**config.mk**
```make
export PLATFORM = sky130hd
export DESIGN_NAME = bram_port_arbiter_flat
export DESIGN_NICKNAME = d
export VERILOG_FILES = /design/src/rtl/bram_port_arbiter_if.sv /design/src/rtl/bram_port_arbiter.sv /design/src/flat_wrapper.sv
export SDC_FILE = /design/constraint.sdc
export NUM_CORES = 1
export LEC_CHECK = 0
export ABC_AREA = 0
export BUFFER_PORTS_ARGS = -buffer_cell sky130_fd_sc_hd__buf_2
export CORE_MARGIN = 3
export CORE_UTILIZATION = 35
export CTS_CLUSTER_DIAMETER = 50
export DETAILED_ROUTE_END_ITERATION = 16
export PLACE_DENSITY = 0.74
export SETUP_SLACK_MARGIN = 0.5
export SLEW_MARGIN = 10
export SYNTH_ARGS = -nofsm -noshare
export SYNTH_HDL_FRONTEND = slang
export SYNTH_SLANG_ARGS = --single-unit
```
**constraint.sdc**
```tcl
create_clock -name clk -period 2.6 [get_ports clk]
set_clock_uncertainty 0.05 [all_clocks]
set_input_delay 0.26 -clock clk [delete_from_list [all_inputs] [get_ports clk]]
set_output_delay 0.26 -clock clk [all_outputs]
set_load 0.02 [all_outputs]
```
**src/rtl/bram_port_arbiter_if.sv**
```systemverilog
// bram_port_arbiter_if: two-requester handshake plus RAM port A signals for bram_port_arbiter.
interface bram_port_arbiter_if #(
  parameter int ADDR_W = 8,
  parameter int DATA_W = 8
);
  logic              req0, we0, gnt0, rvalid0;
  logic [ADDR_W-1:0] addr0;
  logic [DATA_W-1:0] wdata0, rdata0;
  logic              req1, we1, gnt1, rvalid1;
  logic [ADDR_W-1:0] addr1;
  logic [DATA_W-1:0] wdata1, rdata1;
  logic              ram_we;
  logic [ADDR_W-1:0] ram_addr;
  logic [DATA_W-1:0] ram_din, ram_dout;
  modport slave (
    input  req0, we0, addr0, wdata0, req1, we1, addr1, wdata1, ram_dout,
    output gnt0, rvalid0, rdata0, gnt1, rvalid1, rdata1, ram_we, ram_addr, ram_din
  );
  modport master (
    output req0, we0, addr0, wdata0, req1, we1, addr1, wdata1, ram_dout,
    input  gnt0, rvalid0, rdata0, gnt1, rvalid1, rdata1, ram_we, ram_addr, ram_din
  );
endinterface

```
**src/rtl/bram_port_arbiter.sv**
```systemverilog
// bram_port_arbiter: round-robin sharing of RAM port A between two requesters with bounded bursts.
module bram_port_arbiter #(
  parameter int ADDR_W    = 8,
  parameter int DATA_W    = 8,
  parameter int MAX_BURST = 4
) (
  input logic clk,
  input logic rst_n,
  bram_port_arbiter_if.slave bus
);
  typedef enum logic {IDLE, BUSY} state_t;
  localparam logic [7:0] LAST = 8'(MAX_BURST - 1);
  state_t            r_state;
  logic              r_owner, r_last, r_rv0, r_rv1;
  logic [7:0]        r_beats;
  logic              w_req_own, w_req_oth, w_acc, w_gnt0, w_gnt1, w_we;
  logic [ADDR_W-1:0] w_addr;
  logic [DATA_W-1:0] w_din;
  always_comb begin
    w_req_own = r_owner ? bus.req1 : bus.req0;
    w_req_oth = r_owner ? bus.req0 : bus.req1;
    w_acc     = (r_state == BUSY) && w_req_own;
    w_gnt0    = w_acc && !r_owner;
    w_gnt1    = w_acc && r_owner;
    w_we      = w_acc && (r_owner ? bus.we1 : bus.we0);
    w_addr    = w_acc ? (r_owner ? bus.addr1 : bus.addr0) : '0;
    w_din     = w_acc ? (r_owner ? bus.wdata1 : bus.wdata0) : '0;
  end
  assign bus.gnt0     = w_gnt0;
  assign bus.gnt1     = w_gnt1;
  assign bus.ram_we   = w_we;
  assign bus.ram_addr = w_addr;
  assign bus.ram_din  = w_din;
  assign bus.rvalid0  = r_rv0;
  assign bus.rvalid1  = r_rv1;
  assign bus.rdata0   = rst_n ? bus.ram_dout : '0;
  assign bus.rdata1   = rst_n ? bus.ram_dout : '0;
  // beats saturates at LAST so a late-arriving competitor waits at most one more access
  always_ff @(posedge clk or negedge rst_n) begin
    if (!rst_n) begin
      r_state <= IDLE;
      r_owner <= 1'b0;
      r_last  <= 1'b1;
      r_beats <= '0;
      r_rv0   <= 1'b0;
      r_rv1   <= 1'b0;
    end else begin
      r_rv0 <= w_gnt0 && !bus.we0;
      r_rv1 <= w_gnt1 && !bus.we1;
      if (r_state == IDLE) begin
        r_beats <= '0;
        if (bus.req0 || bus.req1) begin
          r_state <= BUSY;
          r_owner <= (bus.req0 && bus.req1) ? !r_last : bus.req1;
        end
      end else if (!w_req_own) begin
        r_last  <= r_owner;
        r_beats <= '0;
        if (w_req_oth) r_owner <= !r_owner;
        else r_state <= IDLE;
      end else if (r_beats == LAST && w_req_oth) begin
        r_owner <= !r_owner;
        r_last  <= r_owner;
        r_beats <= '0;
      end else if (r_beats != LAST) begin
        r_beats <= r_beats + 8'd1;
      end
    end
  end
endmodule

```
**src/flat_wrapper.sv**
```systemverilog
// flat-port wrapper written by rule: the top's interface ports become plain ports
module bram_port_arbiter_flat 
#(
  parameter int ADDR_W    = 8,
  parameter int DATA_W    = 8,
  parameter int MAX_BURST = 4
)
  (clk, rst_n, bus_req0, bus_we0, bus_addr0, bus_wdata0, bus_req1, bus_we1, bus_addr1, bus_wdata1, bus_ram_dout, bus_gnt0, bus_rvalid0, bus_rdata0, bus_gnt1, bus_rvalid1, bus_rdata1, bus_ram_we, bus_ram_addr, bus_ram_din);
  bram_port_arbiter_if #(.ADDR_W(ADDR_W), .DATA_W(DATA_W)) bus_i ();
  input logic clk;
  input logic rst_n;
  input wire logic [$bits(bus_i.req0)-1:0] bus_req0;
  input wire logic [$bits(bus_i.we0)-1:0] bus_we0;
  input wire logic [$bits(bus_i.addr0)-1:0] bus_addr0;
  input wire logic [$bits(bus_i.wdata0)-1:0] bus_wdata0;
  input wire logic [$bits(bus_i.req1)-1:0] bus_req1;
  input wire logic [$bits(bus_i.we1)-1:0] bus_we1;
  input wire logic [$bits(bus_i.addr1)-1:0] bus_addr1;
  input wire logic [$bits(bus_i.wdata1)-1:0] bus_wdata1;
  input wire logic [$bits(bus_i.ram_dout)-1:0] bus_ram_dout;
  output wire logic [$bits(bus_i.gnt0)-1:0] bus_gnt0;
  output wire logic [$bits(bus_i.rvalid0)-1:0] bus_rvalid0;
  output wire logic [$bits(bus_i.rdata0)-1:0] bus_rdata0;
  output wire logic [$bits(bus_i.gnt1)-1:0] bus_gnt1;
  output wire logic [$bits(bus_i.rvalid1)-1:0] bus_rvalid1;
  output wire logic [$bits(bus_i.rdata1)-1:0] bus_rdata1;
  output wire logic [$bits(bus_i.ram_we)-1:0] bus_ram_we;
  output wire logic [$bits(bus_i.ram_addr)-1:0] bus_ram_addr;
  output wire logic [$bits(bus_i.ram_din)-1:0] bus_ram_din;
  assign bus_i.req0 = bus_req0;
  assign bus_i.we0 = bus_we0;
  assign bus_i.addr0 = bus_addr0;
  assign bus_i.wdata0 = bus_wdata0;
  assign bus_i.req1 = bus_req1;
  assign bus_i.we1 = bus_we1;
  assign bus_i.addr1 = bus_addr1;
  assign bus_i.wdata1 = bus_wdata1;
  assign bus_i.ram_dout = bus_ram_dout;
  assign bus_gnt0 = bus_i.gnt0;
  assign bus_rvalid0 = bus_i.rvalid0;
  assign bus_rdata0 = bus_i.rdata0;
  assign bus_gnt1 = bus_i.gnt1;
  assign bus_rvalid1 = bus_i.rvalid1;
  assign bus_rdata1 = bus_i.rdata1;
  assign bus_ram_we = bus_i.ram_we;
  assign bus_ram_addr = bus_i.ram_addr;
  assign bus_ram_din = bus_i.ram_din;
  bram_port_arbiter #(.ADDR_W(ADDR_W), .DATA_W(DATA_W), .MAX_BURST(MAX_BURST)) u_core (.clk(clk), .rst_n(rst_n), .bus(bus_i));
endmodule
```
==> results.md, run 1 <==
* CP Data Required Time at 2.69 ns
* WP buf/inv at 0
* Die H at 58.74 um
* Sw Pwr at 0.2177 mW
* Drt pass-1 iters at 2
* Dpl cells at 207
* Pwr dens at 434.1 nW/um2
* Reg clk slew, reported paths at 0.08 ns
* Vias per inst at 5.038
* Remaining antenna violation count at 0
* Total wire length at 2.612 mm
* DR iter-0 viols at 50
* Cell taking the most area after synthesis: dfrtp_1
* Tmin final at 2.016 ns
* Fin cells at 212
* Grt met2 use at 0.2886
* Root Buffer: clkbuf_4
* Worst path max stage delay at 0.57 ns
* VDD IR max at 0.0002796 V
* Site row count at 18
* Initial Utilization at 0.3791
* Warnings, synthesis at 0
* GR peak layer: met2
* Largest net degree at the start of global routing at 22
* H-tree depth at 1
* Ant. Diodes at 0
* Mean post-synth cell area at 9.098 um2
* DR vias at 1068
* Seq/Total Area, Yosys at 0.3355
* Max-slew headroom at 0.6737
* Final Hold Fails at 0
* Synthesized Nets at 155
* Sequential share of power at 0.395
* Number of global-route vias before repair at 1031
* Synth top area share at 0.3085
* Final setup violation count at 0
* P_int at 0.3847 mW
* Buffers on Ports at 82
* Clk_lat worst skew at 0.27 ns
* Top delay family on crit path: simple AND/OR/NAND/NOR gates
* Crit path DAT at 2.10 ns
* Max cap viols at 0
* Core Area at 2567 um2
* Number of synthesized register bits at 13
* CP startpoint kind: register
* Total GRT Usage at 0.1516
* Commonest non-fill, non-tap cell in the layout: buf_2
* Unrepaired setup endpoints after global routing: no
* HPWL Detailed at 2.200 mm
* Global route overflow at 0
* Slew Viols, Final at 0
* Clock Power Share at 0.198
* Status: finished, final reports clean
* Setup_tns at 0 ns
* Main synth FF type: dfrtp_1
* Num CTS Buffers at 3
* Max Freq at 496.1 MHz
* CP Capture Type: register
* First-pass GRT wire length at 4.181 mm
* Initial antenna violation count at 0
* DR WL/cell at 12.32 um
* Crit-path max FO at 6
* Gpl congestion at 0.6806
* Post CTS Setup Buffer Count at 0
* Worst hold path class: input port to register
* Met3 usage at 0.03728
* Asr flop ratio synth at 1.000
* Post-synth EDFFs at 0
* Die area at 3450 um2
* CP Cell Sequence: or4_4, or4b_4, o21ai_4, a211oi_1
* Fin crit share at 0.7752
* Clk buf depth at 2
* Commonest cells after routing, fill and taps aside: buf_2, a22o_1, dfrtp_1, nor2_1, and2_1
* Synth cell types at 29
* IO Count at 83
* Slowest-stage cell, CP: or4_4
* Final #Nets at 231
* Fraction of layout cells with a size suffix above 1 at 0.5110
* Met1 usage at 0.1687
* Switching Fraction at 0.3613
* Worst Max-Slew Pin Slew at 0.4853 ns
* Top cells by area, synth: dfrtp_1, a22o_1, buf_4
* Clock Sinks at 13
* CTS tree: done
* Die width at 58.74 um
* WS Path Type: register to register
* DRC Markers at 0
* Area grow syn2layout at 42.54%
* Leakage power at 0.7664 nW
* Part of the power in combinational logic at 0.406
* Post-Syn Area at 973.4 um2
* Cells after synthesis at 107
==> layer usage <==
layer | routed length, um | up-vias | share of wire
li1 | - | 533 | -
met1 | 989 | 477 | 0.38
met2 | 1320 | 58 | 0.51
met3 | 301 | 0 | 0.12
met4 | 0 | 0 | 0
met5 | 0 | - | 0
==> repair_timing <==
action / in CTS / in global routing
hold buffers: 1 / 0
resized for setup: 1 / 0
hold endpoints to repair: 12 / 0
setup endpoints to repair: 17 / 0
==> registers in the layout, summed over array words and instances, names as in the netlist <==
name,cells
u_core.bus.rvalid0,1
u_core.bus.rvalid1,1
u_core.r_beats,8
u_core.r_last,1
u_core.r_owner,1
u_core.r_state,1
==> synth_stat cells, types with 3 or more instances <==
master    count
a21oi_1       3
a22o_1       17
and2_1        8
buf_4         8
clkbuf_1      5
dfrtp_1      12
nand2_1       7
nand3_1       6
nor2_1        9
nor2b_1       3
nor3_1        3
xnor2_1       4
==> worst register-to-register path, stage by stage, from the launching register on <==
cell	delay, ns
dfrtp_1	0.42
or4_4	0.57
or4b_4	0.54
o21ai_4	0.23
a211oi_1	0.07
==> cells by family after synthesis <==
family,share of synthesized area
AOI/OAI and AO/OA,0.2108
xor gates and xnor gates,0.05398
adders and majority gates,0.02570
buffers and inverters,0.08098
DFF,0.3355
muxes,0.02057
and+or+nand+nor,0.2725
==> final timing paths <==
check	from	to	slack, ns	cells after the start
min	bus_we1	u_core.bus.rvalid1	0.11	2
max in group asynchronous	rst_n	u_core.r_last	1.81	2
max reg2reg	u_core.r_beats[5]	u_core.r_beats[2]	0.58	4
max	u_core.r_beats[5]	u_core.r_beats[2]	0.58	4
min reg2reg	u_core.r_beats[0]	u_core.r_beats[0]	0.49	1
min in group asynchronous	rst_n	u_core.r_beats[2]	0.38	2
==> cell type report <==
type                            count  area, um2
Sequential cell                    13      326.6
Clock buffer                        4      26.28
Tap cell                           30      37.54
Timing Repair Buffer               84      427.9
Fill cell                         250       1180
Multi-Input combinational cell     81      569.3
==> per-stage QoR <==
| stage | hold WS, ns | power, mW | util | setup slack [ns] | area [um2] |
|---|---|---|---|---|---|
| finish | 0.1116 | 0.6024 | 0.5404 | 0.5844 | 1388 |
| global route | 0.1137 | 0.6468 | 0.5404 | 0.5071 | 1388 |
| CTS | 0.1040 | 0.6121 | 0.5404 | 0.5763 | 1388 |
| detailed placement | 0.1477 | 0.4874 | 0.5258 | 0.5890 | 1350 |
| global placement | 0.1391 | 0.4825 | 0.5258 | 0.6336 | 1350 |
| floorplan | -0.08559 | 0.4012 | - | 0.6062 | 973.4 |
==> power groups by stage <==
stage               sequential, mW  clock [mW]  combinational (mW)
finish                       0.238       0.120               0.245
global route                 0.241       0.136               0.270
CTS                          0.238       0.126               0.248
detailed placement           0.242           0               0.246
global placement             0.241           0               0.241
floorplan                    0.236           0               0.165
(Power assumes the default switching activity.)
==> inputs of run 2 (changes only) <==
--- a/config.mk
+++ b/config.mk
@@ -5,13 +5,13 @@
 export SDC_FILE = /design/constraint.sdc
 export NUM_CORES = 1
 export LEC_CHECK = 0
-export ABC_AREA = 0
+export ABC_AREA = 1
 export BUFFER_PORTS_ARGS = -buffer_cell sky130_fd_sc_hd__buf_2
 export CORE_MARGIN = 3
 export CORE_UTILIZATION = 35
 export CTS_CLUSTER_DIAMETER = 50
 export DETAILED_ROUTE_END_ITERATION = 16
-export PLACE_DENSITY = 0.74
+export PLACE_DENSITY = 0.75
 export SETUP_SLACK_MARGIN = 0.5
 export SLEW_MARGIN = 10
 export SYNTH_ARGS = -nofsm -noshare
==> constraint.sdc (replaced) <==
create_clock -name clk -period 1.7 [get_ports clk]
set_clock_uncertainty 0.05 [all_clocks]
set_input_delay 0.17 -clock clk [delete_from_list [all_inputs] [get_ports clk]]
set_output_delay 0.17 -clock clk [all_outputs]
set_load 0.02 [all_outputs]
==> run 2 against run 1 <==
Effect of this change:
- the run now ends with negative setup slack left
- global-route usage grew 4.4 points
- total power grew to 4.9 times the previous value
- first-iteration DRC count grew 8.0%
- wire length grew 46%
- combinational power grew to 9.5 times the previous value
==> results.md, run 2 <==
* Reg clk slew, reported paths at 0.08 ns
* Number of global-route vias before repair at 1249
* Remaining antenna violation count at 0
* Hold path endpoint: u_core.bus.rvalid1
* Fraction of layout cells with a size suffix above 1 at 0.5811
* Unrepaired setup endpoints after global routing: yes
* Warnings, synthesis at 0
* Hold_sp: bus_we1
* Post-route design area at 1926 um2
* Die H at 60.93 um
* Synth top area share at 0.3092
* Setup WS pre-CTS at 0.1053 ns
* Switching Fraction at 0.5018
* Clock Sinks at 13
* RR Endpoint: u_core.r_beats[0]
* Top cells by area, synth: nand2_1, dfrtp_1, inv_1
* Initial antenna violation count at 0
* Final #Nets at 314
* Max Freq at 550.2 MHz
* Fill cell count at 229
* Synth cell types at 21
* Gpl congestion at 0.8378
* Asr flop ratio synth at 1.000
* Buffers on Ports at 82
* Mean post-synth cell area at 6.176 um2
* Post-synth EDFFs at 0
* Tmin final at 1.818 ns
* DR iter-0 viols at 54
* Clk buf depth at 2
* Largest Register: u_core.r_beats
* Sw Pwr at 1.478 mW
* Hold path cells at 2
* Root Buffer: clkbuf_4
* Vias per inst at 4.807
* Max-slew headroom at 0.6242
* Status: complete, but fails checks
* P_int at 1.467 mW
* WS Path Type: register to primary output
* Max reg flops at 8
* Number of synthesized register bits at 13
* Die area at 3712 um2
* Crit path DAT at 1.60 ns
* Leakage power at 1.087 nW
* Sequential share of power at 0.149
* Setup WS post-layout at -0.1176 ns
* Fin crit share at 1.069
* DRC Markers at 0
* Num CTS Buffers at 3
* CP startpoint kind: register
* CTS tree: done
* Area grow syn2layout at 82.35%
* RR Startpoint: u_core.r_owner
* Die width at 60.93 um
* VDD IR max at 0.001072 V
* Post-layout util at 0.6864
* Global route overflow at 0
* Failing checks: negative setup slack
* Post-synth top cells: nand2_1, inv_1, dfrtp_1, nor2_1
* Clock Power Share at 0.064
* Clk_lat worst skew at 0.28 ns
* Total GRT Usage at 0.1957
* Core Area at 2805 um2
* Worst Max-Slew Pin Slew at 0.5619 ns
* FF-to-FF setup slack at 0.24 ns
* Part of the power in combinational logic at 0.788
* Final Hold Fails at 0
* DR WL/cell at 12.92 um
* Cell taking the most area after synthesis: nand2_1
* Pwr dens at 1529 nW/um2
* Commonest non-fill, non-tap cell in the layout: buf_2
* H-tree depth at 1
* Max cap viols at 0
* Main synth FF type: dfrtp_1
* Final setup violation count at 17
* Total wire length at 3.824 mm
* Synthesized Nets at 219
* Placed cell areas at 1489 um2
* IO Count at 83
* CP Data Required Time at 1.48 ns
* Largest net degree at the start of global routing at 13
* Slew Viols, Final at 0
* Site row count at 19
* Most frequent cell after synthesis: nand2_1
* Setup_tns at -1.521 ns
* R2R depth at 9
* Worst hold path class: input port to register
* Commonest cells after routing, fill and taps aside: buf_2, nand2_1, nand2_2, buf_6, inv_1
* HPWL Detailed at 2.265 mm
* First-pass GRT wire length at 5.457 mm
* DR vias at 1423
* Initial Utilization at 0.3764
* Drt pass-1 iters at 4
* Post-Syn Area at 1056 um2
* Ant. Diodes at 0
* CP Capture Type: primary output
* Cells after synthesis at 171
* Crit-path max FO at 6
* Seq/Total Area, Yosys at 0.3092
[run 2: final cells by class]
| class | instances | area [um2] | area share |
|---|---|---|---|
| timing repair buffer | 96 | 666.9 | 0.3463 |
| inverter | 23 | 101.3 | 0.05263 |
| timing repair inverter | 2 | 15.01 | 0.007797 |
| multi-input combinational | 127 | 749.5 | 0.3892 |
| clock buffer | 4 | 26.28 | 0.01365 |
| tap | 31 | 38.79 | 0.02014 |
| sequential | 13 | 327.8 | 0.1702 |
[run 2: layer usage]
layer / wire [um] / vias to the layer above / GRT usage
li1: - / 705 / -
met5: 0 / - / 0
met1: 1466 / 640 / 0.2516
met4: 110 / 0 / 0.08359
met2: 2017 / 64 / 0.3130
met3: 230 / 14 / 0.04681
[run 2: power by group through the flow]
stage | combinational, mW | sequential (mW) | clock, mW
floorplan | 1.01 | 0.472 | 0
global route | 2.48 | 0.445 | 0.212
finish | 2.32 | 0.438 | 0.188
CTS | 2.17 | 0.435 | 0.193
global placement | 1.41 | 0.450 | 0
detailed placement | 1.42 | 0.453 | 0
[run 2: worst max path at each step]
stage	slack, ns	to	start
finish	-0.12	bus_ram_addr[3]	u_core.r_owner
global route	-0.19	bus_ram_addr[3]	u_core.r_owner
CTS	-0.06	bus_ram_din[7]	u_core.r_owner
detailed placement	0.11	bus_ram_din[6]	u_core.r_owner
global placement	0.14	bus_ram_din[7]	u_core.r_owner
floorplan	0.21	bus_ram_addr[2]	u_core.r_owner
[run 2: through the flow]
stage	instances	total power, mW	hold WS, ns
floorplan	171	1.484	-0.1756
detailed placement	276	1.877	0.07614
CTS	294	2.793	0.02734
global placement	276	1.861	0.07701
global route	296	3.140	0.008861
finish	296	2.945	0.02886
[run 2: cell families (layout without fill, tap and decap cells)]
logic type / Yosys count / after routing / share of synthesized area
buf+inv: 34 / 125 / 0.1635
compound gates: 5 / 5 / 0.02724
flops: 13 / 13 / 0.3092
simple gates: 115 / 118 / 0.4597
fa+ha+maj: 2 / 2 / 0.02369
xor+xnor: 2 / 2 / 0.01659
[run 2: repair_timing]
action                                  4_1_cts  5_1_grt
endpoints found under the hold margin        12        0
hold buffers                                  2        0
gates resized for setup                      65       19
buffers inserted                              7        2
pin swaps                                    19        5
cloned                                        5        0
endpoints found under the setup margin       29       31
[run 2: worst max-delay path, cell delays in order, from the launching register on]
cell	delay [ns]
dfrtp_1	0.40
nand2_1	0.08
o21ai_2	0.08
nor2_4	0.21
inv_6	0.10
nor2_4	0.17
nand2_1	0.10
nand2_2	0.08
buf_6	0.11
==> inputs of run 3 (changes only) <==
--- a/config.mk
+++ b/config.mk
@@ -5,13 +5,12 @@
 export SDC_FILE = /design/constraint.sdc
 export NUM_CORES = 1
 export LEC_CHECK = 0
-export ABC_AREA = 1
 export BUFFER_PORTS_ARGS = -buffer_cell sky130_fd_sc_hd__buf_2
 export CORE_MARGIN = 3
-export CORE_UTILIZATION = 35
+export CORE_UTILIZATION = 34
 export CTS_CLUSTER_DIAMETER = 50
 export DETAILED_ROUTE_END_ITERATION = 16
-export PLACE_DENSITY = 0.75
+export PLACE_DENSITY = 0.76
 export SETUP_SLACK_MARGIN = 0.5
 export SLEW_MARGIN = 10
 export SYNTH_ARGS = -nofsm -noshare
==> run 3 against run 2 <==
Effect of this change:
- sequential share of layout area about the same
- first-iteration DRC count increased by 52%
- design area increased by 0.13%
- die area decreased by 4.6%
- sequential cell count unchanged
- the run still ends with negative setup slack left
- combinational power decreased by 72%
- register-to-register slack got worse by 0.52 ns
- total power decreased by 59%
- non-clock buffer count increased by 9
- count of clock-buffer cells in the layout unchanged
- global-route usage decreased by 0.36 points
- clock power increased by 7%
==> results.md, run 3 (same netlist as run 1, synthesis figures left out) <==
* Post-layout util at 0.7444
* Max reg flops at 8
* Slowest-stage cell, CP: or4b_4
* Status: complete, but fails checks
* Die H at 59.51 um
* Total GRT Usage at 0.1921
* Clk_lat worst skew at 0.30 ns
* Dpl cells at 215
* Final setup violation count at 19
* Largest net degree at the start of global routing at 19
* VDD IR max at 0.0005460 V
* HPWL Detailed at 2.661 mm
* Slew Viols, Final at 0
* IO Count at 83
* Pwr Total at 1.208 mW
* Buffers on Ports at 82
* Worst hold path class: input port to register
* Setup WS post-layout at -0.2766 ns
* CP Cell Sequence: or4_4, or4b_4, a21oi_2, nand3_1
* DRC Markers at 0
* Clock Sinks at 13
* Drt pass-1 iters at 4
* Clk buf depth at 2
* Fin crit share at 1.163
* Final Hold Fails at 0
* Largest Register: u_core.r_beats
* Initial Utilization at 0.3758
* Leakage power at 1.023 nW
* Site row count at 18
* Final #Nets at 254
* Tmin final at 1.977 ns
* DR iter-0 viols at 82
* CTS tree: done
* Root Buffer: clkbuf_4
* CP startpoint kind: register
* Area grow syn2layout at 98.07%
* Die width at 59.51 um
* First-pass GRT wire length at 5.119 mm
* Max Freq at 505.9 MHz
* Worst path max stage delay at 0.55 ns
* Fraction of layout cells with a size suffix above 1 at 0.6732
* Total wire length at 4.365 mm
* Die area at 3541 um2
* Initial antenna violation count at 0
* Remaining antenna violation count at 0
* Core Area at 2590 um2
* Max-slew headroom at 0.6680
* Max cap viols at 0
* Reg clk slew, reported paths at 0.09 ns
* Worst Max-Slew Pin Slew at 0.4970 ns
* Number of global-route vias before repair at 1088
* DR vias at 1264
* Gpl congestion at 0.8504
* Vias per inst at 5.379
* Failing checks: negative setup slack
* Fin cells at 235
* Crit-path max FO at 3
* H-tree depth at 1
* DR WL/cell at 18.57 um
* CP Data Required Time at 1.83 ns
* Crit path DAT at 2.11 ns
* Commonest cells after routing, fill and taps aside: buf_2, buf_6, a22o_4, buf_4, dfrtp_1
* Ant. Diodes at 0
* Pwr dens at 626.5 nW/um2
* CP Capture Type: register
* Global route overflow at 0
* Unrepaired setup endpoints after global routing: yes
* WS Path Type: register to register
* Commonest non-fill, non-tap cell in the layout: buf_2
* Num CTS Buffers at 3
[run 3: cell count changes in the layout (fill, tap and decap cells not counted), sizes merged, moves of 3 or more]
cell and delta:
a22o +17, nand4 -5, xnor2 +4, nor2 -5
and3 +3, nand2 -81, clkbuf +3, and2 +7
inv -23, buf +6, nor2b +3
[run 3: final cells by class]
type | instances | area (um2)
multi-input cells | 83 | 783.3
repair buffers | 105 | 752.0
fillers | 167 | 661.9
flip-flops and latches | 13 | 329.1
well taps | 30 | 37.54
clock buffers | 4 | 26.28
[run 3: repair_timing]
action	4_1_cts	5_1_grt
setup buffers	2	8
endpoints found under the hold margin	12	0
hold buffers	1	0
endpoints found under the setup margin	30	30
pin swaps	3	13
gates resized for setup	2	42
gates cloned	1	4
[run 3: routing by layer]
metal / vias to the layer above / share of wire / track usage
li1: 588 / - / -
met3: 13 / 0.068 / 0.03922
met4: 0 / 0.027 / 0.06962
met2: 61 / 0.54 / 0.3307
met5: - / 0 / 0
met1: 602 / 0.36 / 0.2352
[run 3: critical path: cells and delay by family (launching register included)]
| family | cells | cell delay, ns |
|---|---|---|
| compound gates | 1 | 0.21 |
| flops | 1 | 0.40 |
| simple gates | 3 | 1.20 |
[run 3: worst paths after layout]
path                                   start                 end  slack [ns]  depth (start not counted)
setup reg to reg           u_core.r_beats[5]      u_core.r_owner       -0.28                          4
max in group asynchronous              rst_n       u_core.r_last        0.79                          3
hold / removal                       bus_we1  u_core.bus.rvalid1       0.007                          2
setup / recovery           u_core.r_beats[5]      u_core.r_owner       -0.28                          4
min in group asynchronous              rst_n   u_core.r_beats[0]        0.31                          2
hold reg to reg            u_core.r_beats[0]   u_core.r_beats[0]        0.54                          2
[run 3: report_power, final]
group | total [mW] | internal, mW | switching, mW
Sequential | 0.362 | 0.337 | 0.0254
Combinational | 0.643 | 0.329 | 0.314
Clock | 0.202 | 0.0916 | 0.111
[run 3: per-stage QoR]
stage          setup WS (ns)  instance area, um2  hold slack [ns]  TNS, ns
2_1_floorplan        -0.1887                1200          -0.1756   -1.409
3_3_place_gp         -0.1734                1587         -0.02287   -1.307
3_5_place_dp         -0.2374                1587         -0.01667   -1.800
4_1_cts              -0.2199                1655          0.01009   -3.499
5_1_grt              -0.3235                1928          0.01726   -3.299
6_report             -0.2766                1928         0.006678   -2.500
